**src/rtl/bank_read_arbiter.sv**
```systemverilog
// Shares the colour bank read port between the VGA renderer and the
// 7-segment scanner; VGA has priority, the display is starvation-protected.
module bank_read_arbiter #(
    parameter int AW       = 4,
    parameter int DW       = 3,
    parameter int RD_LAT   = 1,
    parameter int MAX_WAIT = 8
) (
    input  logic          clk,
    input  logic          rst,
    input  logic          vga_req,
    input  logic [AW-1:0] vga_addr,
    output logic          vga_gnt,
    output logic          vga_valid,
    output logic [DW-1:0] vga_data,
    input  logic          dsp_req,
    input  logic [AW-1:0] dsp_addr,
    output logic          dsp_gnt,
    output logic          dsp_valid,
    output logic [DW-1:0] dsp_data,
    output logic [AW-1:0] bank_addr,
    input  logic [DW-1:0] bank_data,
    output logic          busy
);

    typedef enum logic [1:0] {
        S_IDLE,
        S_WAIT,
        S_RET
    } state_t;

    localparam logic [1:0] LAT = 2'(RD_LAT);
    localparam logic [7:0] MW  = 8'(MAX_WAIT);

    state_t        r_state;
    state_t        w_next;
    logic [1:0]    r_cnt;
    logic [7:0]    r_dsp_wait;
    logic          r_own_dsp;
    logic          r_vga_gnt;
    logic          r_dsp_gnt;
    logic          r_vga_valid;
    logic          r_dsp_valid;
    logic [DW-1:0] r_vga_data;
    logic [DW-1:0] r_dsp_data;
    logic [AW-1:0] r_bank_addr;

    logic w_arb;
    logic w_starved;
    logic w_vga_win;
    logic w_dsp_win;
    logic w_done;

    // Arbitration happens in every cycle in which the port is not held.
    assign w_arb     = (r_state != S_WAIT);
    assign w_starved = dsp_req && (r_dsp_wait >= MW);
    assign w_vga_win = w_arb && vga_req && !w_starved;
    assign w_dsp_win = w_arb && dsp_req && !w_vga_win;
    assign w_done    = (r_state == S_WAIT) && (r_cnt == 2'd0);

    always_comb begin
        w_next = r_state;
        unique case (r_state)
            S_IDLE,
            S_RET:   w_next = (w_vga_win || w_dsp_win) ? S_WAIT : S_IDLE;
            S_WAIT:  w_next = w_done ? S_RET : S_WAIT;
            default: w_next = S_IDLE;
        endcase
    end

    always_ff @(posedge clk or negedge rst) begin
        if (!rst) begin
            r_state     <= S_IDLE;
            r_cnt       <= 2'd0;
            r_own_dsp   <= 1'b0;
            r_bank_addr <= '0;
            r_vga_gnt   <= 1'b0;
            r_dsp_gnt   <= 1'b0;
        end else begin
            r_state   <= w_next;
            r_vga_gnt <= w_vga_win;
            r_dsp_gnt <= w_dsp_win;
            if (w_vga_win || w_dsp_win) begin
                r_own_dsp   <= w_dsp_win;
                r_bank_addr <= w_dsp_win ? dsp_addr : vga_addr;
                r_cnt       <= LAT;
            end else if (r_state == S_WAIT && r_cnt != 2'd0) begin
                r_cnt <= r_cnt - 2'd1;
            end
        end
    end

    // Each data bus only moves on its own owner's return.
    always_ff @(posedge clk or negedge rst) begin
        if (!rst) begin
            r_vga_valid <= 1'b0;
            r_dsp_valid <= 1'b0;
            r_vga_data  <= '0;
            r_dsp_data  <= '0;
        end else begin
            r_vga_valid <= w_done && !r_own_dsp;
            r_dsp_valid <= w_done && r_own_dsp;
            if (w_done && !r_own_dsp)
                r_vga_data <= bank_data;
            if (w_done && r_own_dsp)
                r_dsp_data <= bank_data;
        end
    end

    always_ff @(posedge clk or negedge rst) begin
        if (!rst) begin
            r_dsp_wait <= 8'd0;
        end else if (w_arb) begin
            if (w_dsp_win || !dsp_req)
                r_dsp_wait <= 8'd0;
            else if (r_dsp_wait != 8'hFF)
                r_dsp_wait <= r_dsp_wait + 8'd1;
        end
    end

    assign vga_gnt   = r_vga_gnt;
    assign dsp_gnt   = r_dsp_gnt;
    assign vga_valid = r_vga_valid;
    assign dsp_valid = r_dsp_valid;
    assign vga_data  = r_vga_data;
    assign dsp_data  = r_dsp_data;
    assign bank_addr = r_bank_addr;
    assign busy      = (r_state == S_WAIT);

endmodule
```
**config.mk**
```make
export PLATFORM = sky130hd
export DESIGN_NAME = bank_read_arbiter
export DESIGN_NICKNAME = d
export VERILOG_FILES = /design/src/rtl/bank_read_arbiter.sv
export SDC_FILE = /design/constraint.sdc
export NUM_CORES = 1
export LEC_CHECK = 0
export BUFFER_PORTS_ARGS = -buffer_cell sky130_fd_sc_hd__buf_2
export CAP_MARGIN = 15
export CORE_MARGIN = 3
export CORE_UTILIZATION = 46
export CTS_CLUSTER_SIZE = 10
export DETAILED_ROUTE_END_ITERATION = 12
export PLACE_DENSITY = 0.7
export SLEW_MARGIN = 10
export SYNTH_ARGS = -nofsm -noshare
export SYNTH_HDL_FRONTEND = slang
export SYNTH_SLANG_ARGS = --single-unit
```
**constraint.sdc**
```tcl
create_clock -name clk -period 1.55 [get_ports clk]
set_clock_uncertainty 0.2 [all_clocks]
set_input_delay 0.465 -clock clk [delete_from_list [all_inputs] [get_ports clk]]
set_output_delay 0.465 -clock clk [all_outputs]
set_load 0.02 [all_outputs]
```
=== Word-level counts from Yosys, hierarchy flattened ===
Cells that the tools add are included.

* Add/sub/neg operators: 2
* $lt $le $gt $ge: 1
* Eq/ne operators: 4
* Multiplexer cells: 8
* Reductions and logical operators: 22

{| class="wikitable"
|+ Operator list
! cell !! count
|-
| two-way mux 8 bit || 2
|-
| logical AND 1 bit || 9
|-
| adder 8 x 1 -> 8 bit (second input constant) || 1
|-
| greater-or-equal comparator 8 x 4 -> 1 bit (second input constant) || 1
|-
| != test 8 bit (second input constant) || 1
|-
| two-way mux 2 bit || 3
|-
| nonzero test 2 bit || 3
|-
| zero test 1 bit || 4
|-
| zero test 2 bit || 2
|-
| two-way mux 4 bit || 1
|-
| one-hot mux 2 bit (2 select lines) || 1
|-
| == test 2 x 1 -> 1 bit (second input constant) || 1
|-
| == test 2 bit (second input constant) || 1
|-
| logical OR 1 bit || 2
|-
| != test 2 x 1 -> 1 bit (second input constant) || 1
|-
| AND reduction 2 bit || 1
|-
| OR reduction 2 bit || 1
|-
| subtractor 2 x 1 -> 2 bit (second input constant) || 1
|-
| two-way mux 1 bit || 1
|}

* Flip-flop bits (word level): 27
* Bits of input ports: 15
* Word-level logic and storage cells: 48

=== Depth between registers and ports, before layout ===
Gate-level depths: netlist (run 1).

* Depth in word-level cells: 9
* Gate-level depth with buffers: 5
* Depth with buffers taken out: 5

=== Worst setup path before layout (run 1) ===
No wires, ideal clock.

* Path type: reg-to-reg
* Start: reg r_state[1]
* End: reg r_vga_data[0], in the netlist vga_data[0]
* Arrival time: 1.334 ns
* Required time: 1.222 ns
* Setup slack: -0.111 ns
* Cell stages (with the launch flop): 6
* Buffers on the path: 0
* Period minus slack after synthesis: 1.661 ns
* Cell sequence: dfrtp_1 nand2b_1 inv_2 and2_1 and2b_1 mux2_1

* Cells in the longest elaborated chain, start to end: 3

{| class="wikitable"
|+ Ends and longest elaborated chain
! item !! line !! RTL
|-
| start: declaration || 35 || <nowiki>state_t r_state;</nowiki>
|-
| start signal: assignment || 80 || <nowiki>r_state <= w_next;</nowiki>
|-
| == test 2 x 1 -> 1 bit || -- ||
|-
| net busy || 23 || <nowiki>output logic busy</nowiki>
|-
| logical AND 1 bit || 59 || <nowiki>assign w_done = (r_state == S_WAIT) && (r_cnt == 2'd0);</nowiki>
|-
| logical AND 1 bit || 103 || <nowiki>if (w_done && !r_own_dsp)</nowiki>
|-
| end signal: assignment || 104 || <nowiki>r_vga_data <= bank_data;</nowiki>
|-
| end: declaration || 44 || <nowiki>logic [DW-1:0] r_vga_data;</nowiki>
|}

The timed path passes the listed nets, and every way through them passes these cells.
A chain may end at the register's enable or synchronous reset.

=== Final worst setup path (run 1) ===
* Start: reg r_state[0]
* End: out busy

* Cells in the longest elaborated chain, start to end: 1

{| class="wikitable"
|+ Ends and longest elaborated chain
! item !! line !! RTL
|-
| == test 2 x 1 -> 1 bit || 128 || <nowiki>assign busy = (r_state == S_WAIT);</nowiki>
|-
| end: declaration || 23 ||
|}

No other way between the ends.

==> results of run 1 <==
[repair_timing]
item | CTS | global route
hold endpoints to repair | 27 | 0
buffers inserted | 5 | 2
resized for setup | 28 | 24
setup endpoints to repair | 25 | 32
hold buffers | 1 | 0
pin swaps | 3 | 3
[synthesized netlist by cell type]
| master | count |
|---|---|
| dfrtp_1 | 27 |
| nand2b_1 | 1 |
| a21o_1 | 1 |
| o21ai_1 | 1 |
| and3_1 | 2 |
| inv_2 | 1 |
| clkbuf_1 | 1 |
| mux2_1 | 3 |
| nand3_1 | 2 |
| or3_1 | 1 |
| inv_1 | 8 |
| and2_1 | 1 |
| nor3_1 | 3 |
| mux2_2 | 3 |
| o22ai_1 | 2 |
| a311oi_1 | 1 |
| nor2_1 | 12 |
| a211oi_1 | 2 |
| nand2_1 | 5 |
| a31oi_1 | 3 |
| nand4_1 | 2 |
| o21ai_0 | 1 |
| nor2b_1 | 1 |
| mux2i_1 | 4 |
| xnor2_1 | 2 |
| a21oi_1 | 7 |
| and2b_1 | 1 |
| a211oi_4 | 1 |
| nor4_4 | 1 |
| ha_1 | 3 |
[kinds of logic after synthesis]
family	count (synthesis)
buffers and inverters	10
AO/OA/AOI/OAI	19
multiplexers	10
XOR/XNOR	2
adder cells (fa/ha/maj)	3
AND/OR/NAND/NOR	32
flip-flops	27
[power by group through the flow]
stage / combinational, mW / clock, mW / sequential [mW]
6_report: 1.69 / 0.297 / 1.11
5_1_grt: 1.83 / 0.335 / 1.14
4_1_cts: 1.51 / 0.313 / 1.09
3_5_place_dp: 1.23 / 0 / 1.07
3_3_place_gp: 1.19 / 0 / 1.06
2_1_floorplan: 0.582 / 0 / 1.27
[layout make-up]
class	count	area (um^2)	share of cell area [%]
clock buffer	4	26.3	1.49
inverter	9	38.8	2.20
multi-input combinational	66	562	31.8
sequential	27	676	38.3
tap	28	35.0	1.98
timing repair buffer	51	428	24.2
[routing by layer]
layer | routed length [um] | vias up | GRT usage (%) | part of all wire [%]
li1 | - | 468 | - | -
met1 | 1130 | 466 | 21.8 | 44
met2 | 1260 | 33 | 28.5 | 49
met3 | 134 | 4 | 2.76 | 5.2
met4 | 39 | 0 | 7.12 | 1.5
met5 | 0 | - | 0 | 0
[critical path: stages, from the launching register on]
cell	delay [ns]
dfrtp_1	0.43
nand2b_4	0.10
inv_6	0.03
buf_6	0.10
buf_6	0.12
[state kept, by name, summed over array words and instances, names as in the netlist, 2 cells and up]
register	cells
r_dsp_wait	8
bank_addr	4
r_state	2
r_cnt	2
dsp_data	3
vga_data	3
[worst paths after layout]
kind,from,to,cells past startpoint
max,r_state[0],busy,4
min,bank_data[0],vga_data[0],2
max reg2reg,r_state[1],vga_data[0],6
min reg2reg,vga_data[0],vga_data[0],1
max in group asynchronous,rst,dsp_data[2],3
min in group asynchronous,rst,r_state[0],3
[stage by stage]
step	std cells	total power, mW	setup TNS (ns)	cell area, um^2
final	185	3.10	-1.40	1770
after global routing	185	3.30	-2.85	1770
after CTS	184	2.91	-1.60	1680
after detailed placement	174	2.30	-1.47	1500
after global placement	174	2.25	-0.779	1500
after floorplan	103	1.85	-0.00222	1200
==> summary.txt, run 1 <==
Outcome
  • Status: finished with violations
  • Failing checks: setup timing

Power
  • Sequential power share: between 30% and 40%
  • P per Cell Area: 1760 nW/um^2
  • VDD IR max: 1.59 mV
  • Leakage power: 0.858 nW
  • Clock power share: 9.6%
  • Pint: 1.93 mW
  • Comb power frac: 54.6%
  • Sw Ratio: between 30 and 40%
  • Sw power: 1.17 mW

Clock network
  • Worst-Skew Late Latency: 0.32 ns
  • Worst-path clk slew: 0.14 ns
  • Total CTS buffers: 3
  • Max Root-Sink Buffers: 2
  • TritonCTS clock tree: yes
  • Clk root buf: clkbuf_4
  • H-tree Lvls: 1
  • CTS sink cnt: 27

Cells and area
  • Commonest non-fill, non-tap cell in the layout: dfrtp_1
  • Net count reported at finish: 176
  • FILL cells: 154
  • Share of layout cells above drive strength 1: 49.0%
  • ANT cells: 0
  • P&R area growth vs syn: 50.7%
  • Most frequent cells in the layout: dfrtp_1 (27), buf_6 (18), buf_4 (16)
  • Final core utilization: 76.1%

STA
  • Rel. slew slack: 72.8%
  • Setup violators final: 14
  • RSZ-0062 raised after global routing: yes
  • Maximum clock rate: 561 MHz
  • Final Slew Violations: 0
  • Final hold vios: 0
  • Setup WS post-layout: -0.231 ns
  • Crit share post-route: 115%
  • Min Hold Slack: 0.173 ns
  • Slew at the pin with the worst max-slew slack: 0.406 ns
  • Min cycle time layout: 1.78 ns

Global routing
  • Pin count of the biggest net entering global routing: 28
  • Total gr overflow: 0
  • Vias in the first global route: 983
  • Antenna violations before repair: 0
  • Total track usage: 17.1%
  • First-pass GRT wire length: 4260 um

Setup path
  • CP endpoint kind: output pin
  • Reg2Reg Setup Slack: -0.20 ns
  • Nature of the critical path startpoint: flip-flop
  • Crit path kind: flip-flop to output pin
  • Required time worst endpoint: 0.88 ns
  • Arrival time worst endpoint: 1.12 ns
  • Worst-path fanout max: 2

Run
  • Max Cap Viol: 0

Placement
  • Place WS: -0.184 ns
  • GPL Wtd Cong: 0.773
  • Port Buffers: 29
  • Post-DP HPWL: 1810 um

Logic synthesis
  • Top cell type's share of synthesized area: 57.7%
  • Mean Syn Cell Area: 11.4 um^2
  • Warnings from Yosys: 0
  • Largest family of logic cells by synthesized area: simple AND/OR/NAND/NOR gates
  • Adder-Cell Fraction of Synth Area: between 3 and 4%
  • Netlist cell types: 30
  • Compound-Gate Fraction of Synth Area: 10.9%
  • Syn_nets: 121
  • Post-Synth Simple-Gate Area: 14.3%
  • Yosys reg bits: 27
  • Syn Inst Count: 103
  • Mux contribution to synthesized area: 9.19%
  • Cell type with the largest total area after synthesis: dfrtp_1
  • Synth top area cells: dfrtp_1 (58%), nor2_1 (3.8%), mux2i_1 (3.4%)
  • Sequential area share after synthesis: 57.7%
  • Synth Area in XOR/XNOR: 1.50%
  • Mapped cell area: ~1200 um^2

Route
  • DRC errors left: 0
  • Drt first pass iters: 4
  • Vias post-DR: 971
  • Detailed Route WL: around 2600 um
  • Antenna Violating Nets Remaining: 0
  • Vias/cell: roughly 5.2
  • Wire per inst: 13.8 um
  • Iter 0 DRT Violations: 18

Min path
  • Worst Hold Class: input pin to flip-flop

Floorplan
  • Core area: 2320 um^2
  • Core Rows: 17
  • Starting density of the core: 50.5%
  • Die W: 56.5 um
  • DIE AREA: 3190 um^2
  • Io pins: 30
  • Die height: 56.5 um
Note: power is estimated with default switching activity, not from simulation.
==> run 2, diff against run 1 <==
BUFFER_PORTS_ARGS = unset   (was -buffer_cell sky130_fd_sc_hd__buf_2)
CORE_UTILIZATION = 54   (was 46)
DONT_BUFFER_PORTS = 1   (was unset)
PLACE_DENSITY = 0.68   (was 0.7)
==> run 2 against run 1 <==
The flow still finishes with violations (setup timing). Sequential cell count is the same. Final area shrank 7.7%. Register-to-register slack gained 0.03 ns. Highest routed layer unchanged. Sequential share of layout area grew 3.2 points. Critical path depth is the same. Hold slack lost 0.14 ns. Critical path type is now flip-flop to flip-flop. Largest cell class unchanged. Setup slack gained 0.059 ns. First-iteration DRC count grew 78%. Routed wire length grew 12%. Combinational power shrank 24%. Clock power grew 2%. Maximum frequency grew 3.4%.
==> summary.txt, run 2 (synthesis results as in run 1) <==
Power
  • P per Cell Area: 1780 nW/um^2 (+1.4%)
  • VDD IR max: 1.53 mV (-3.7%)
  • Leakage power: 0.744 nW (-13%)

Setup path
  • Reg2Reg Setup Slack: -0.17 ns (+0.03 ns)
  • Slowest cell on crit path: dfrtp_1
  • Worst path top cell family by delay: flip-flops
  • CP endpoint kind: flip-flop
  • Arrival time worst endpoint: 1.76 ns (+0.64 ns)
  • Buf+Inv Stages, Crit Path: 1 (-2)
  • Nature of the critical path startpoint: flip-flop
  • Worst setup path endpoint: r_dsp_wait[7]
  • CP startpoint: r_dsp_wait[3]
  • Worst reg2reg path endpoint: r_dsp_wait[7]
  • Critical path depth: 4 (unchanged)
  • Worst r2r path cells: 4 (-2)
  • Crit path largest cell delay: 0.44 ns (about the same)
  • Critical-path cell list: nor4_4 -> buf_4 -> a31oi_4 -> a311oi_2
  • Required time worst endpoint: 1.58 ns (+0.70 ns)
  • Worst-path fanout max: 5 (+3)
  • R2r startpoint: r_dsp_wait[3]
  • Crit path kind: flip-flop to flip-flop

STA
  • RSZ-0062 raised after global routing: yes
  • Setup violators final: 21 (+7)
  • Min cycle time layout: 1.72 ns (-0.0594 ns)
  • Min Hold Slack: 0.0291 ns (-0.144 ns)
  • Final hold vios: 0 (unchanged)
  • Setup WS post-layout: -0.172 ns (+0.0594 ns)
  • Rel. slew slack: 76.1% (+3.2 points)
  • Maximum clock rate: 581 MHz (+3.4%)
  • Setup TNS: -2.59 ns (-1.19 ns)
  • Crit share post-route: 111% (-3.8 points)
  • Final Slew Violations: 0 (unchanged)
  • Slew at the pin with the worst max-slew slack: 0.356 ns (-0.0498 ns)

Placement
  • DP Area: 1330 um^2 (-11%)
  • Port Buffers: 0 (-100%)
  • Dpl cells: 141 (-19%)
  • GPL Wtd Cong: 0.820 (+6.1%)
  • Post-DP HPWL: 1740 um (-4.0%)

Clock network
  • Max Root-Sink Buffers: 2 (unchanged)
  • Worst-Skew Late Latency: 0.33 ns (about the same)
  • H-tree Lvls: 1 (unchanged)
  • TritonCTS clock tree: yes
  • Clk root buf: clkbuf_4
  • Worst-path clk slew: 0.14 ns (about the same)
  • CTS sink cnt: 27 (unchanged)
  • Total CTS buffers: 3 (unchanged)

Cells and area
  • Share of layout cells above drive strength 1: 40.9% (-8.1 points)
  • ANT cells: 0 (unchanged)
  • Register area: 676 um^2 (unchanged)
  • Footprint of the multi-input gates: 589 um^2 (+4.9%)
  • P&R area growth vs syn: 39.2%
  • Final core utilization: 81.4% (+5.3 points)
  • Post-Layout Cell Count: 159 (-14%)
  • Design area: 1630 um^2 (-7.7%)
  • FILL cells: 111 (-28%)
  • Most frequent cells in the layout: dfrtp_1 (27), buf_4 (16), inv_1 (8), nor2_1 (8)
  • Largest register FFs: 8 (unchanged)
  • Net count reported at finish: 151 (-14%)
  • Commonest non-fill, non-tap cell in the layout: dfrtp_1
  • Most flops, register: r_dsp_wait

Floorplan
  • DIE AREA: 2760 um^2 (-13%)
  • Core Rows: 16 (-1)
  • Starting density of the core: 58.5% (+8.0 points)
  • Die height: 52.6 um (-6.9%)
  • Io pins: 30 (unchanged)
  • Core area: 2000 um^2 (-14%)
  • Die W: 52.6 um (-6.9%)

Route
  • DRC errors left: 0 (unchanged)
  • Vias post-DR: 909 (-6.4%)
  • Antenna Violating Nets Remaining: 0 (unchanged)
  • Vias/cell: 5.72 (+8.9%)
  • Drt first pass iters: 4 (unchanged)
  • Iter 0 DRT Violations: 32 (+14)
  • Detailed Route WL: 2870 um (+12%)
  • Wire per inst: 18.1 um (+31%)

Min path
  • Worst Hold Class: input pin to flip-flop

Outcome
  • Status: finished with violations
  • Failing checks: setup timing

Run
  • Max Cap Viol: 0 (unchanged)

Global routing
  • Vias in the first global route: 894 (-9.1%)
  • Pin count of the biggest net entering global routing: 28 (unchanged)
  • Antenna violations before repair: 0 (unchanged)
  • Total track usage: 21.8% (+4.7 points)
  • Total gr overflow: 0 (unchanged)
  • First-pass GRT wire length: 4310 um (+1.1%)
==> run 2: cell count changes in the layout (fill, tap and decap cells not counted), sizes merged <==
cell  previous run  this run
buf             50        25
==> run 2: routing by layer <==
metal  share of wire [%]  GRT usage (%)  vias up
met5                   0              0        -
met2                  51           35.3       41
li1                    -              -      411
met1                  39           28.1      451
met3                 7.8           3.99        6
met4                 1.5           9.79        0
==> run 2: through the flow <==
stage / power [mW] / worst slack [ns]
floorplan: 1.85 / -0.00222
global placement: 2.11 / -0.0810
detailed placement: 2.16 / -0.163
CTS: 2.76 / -0.173
global route: 3.06 / -0.240
finish: 2.90 / -0.172
==> run 2: what timing repair did <==
action / in CTS / in global routing
pin swaps: 8 / 4
resized for setup: 18 / 11
buffers inserted: 7 / 5
hold buffers: 2 / 0
endpoints found under the hold margin: 27 / 0
endpoints found under the setup margin: 14 / 24
==> run 2: how the worst min path moves through the flow <==
stage / start / endpoint / slack [ns] / cells after the start
after floorplan: rst / bank_addr[0] / -0.03 / 0
after global placement: rst / dsp_valid / -0.03 / 0
after detailed placement: rst / vga_valid / -0.03 / 0
after CTS: vga_req / vga_gnt / 0.02 / 2
after global routing: vga_req / vga_gnt / 0.02 / 2
final: vga_req / vga_gnt / 0.03 / 2
==> run 2: final cells by class <==
| cell class | instances | share of cell area, % |
|---|---|---|
| inverter | 9 | 2.38 |
| clock buffer | 4 | 1.61 |
| sequential | 27 | 41.4 |
| multi-input combinational | 66 | 36.1 |
| timing repair buffer | 26 | 16.3 |
| tap | 27 | 2.07 |
==> run 2: power by group <==
part / leakage [nW] / internal (mW) / switching, mW
Clock: 0.0150 / 0.101 / 0.202
Sequential: 0.340 / 0.939 / 0.376
Combinational: 0.389 / 0.694 / 0.592
Total: 0.744 / 1.73 / 1.17
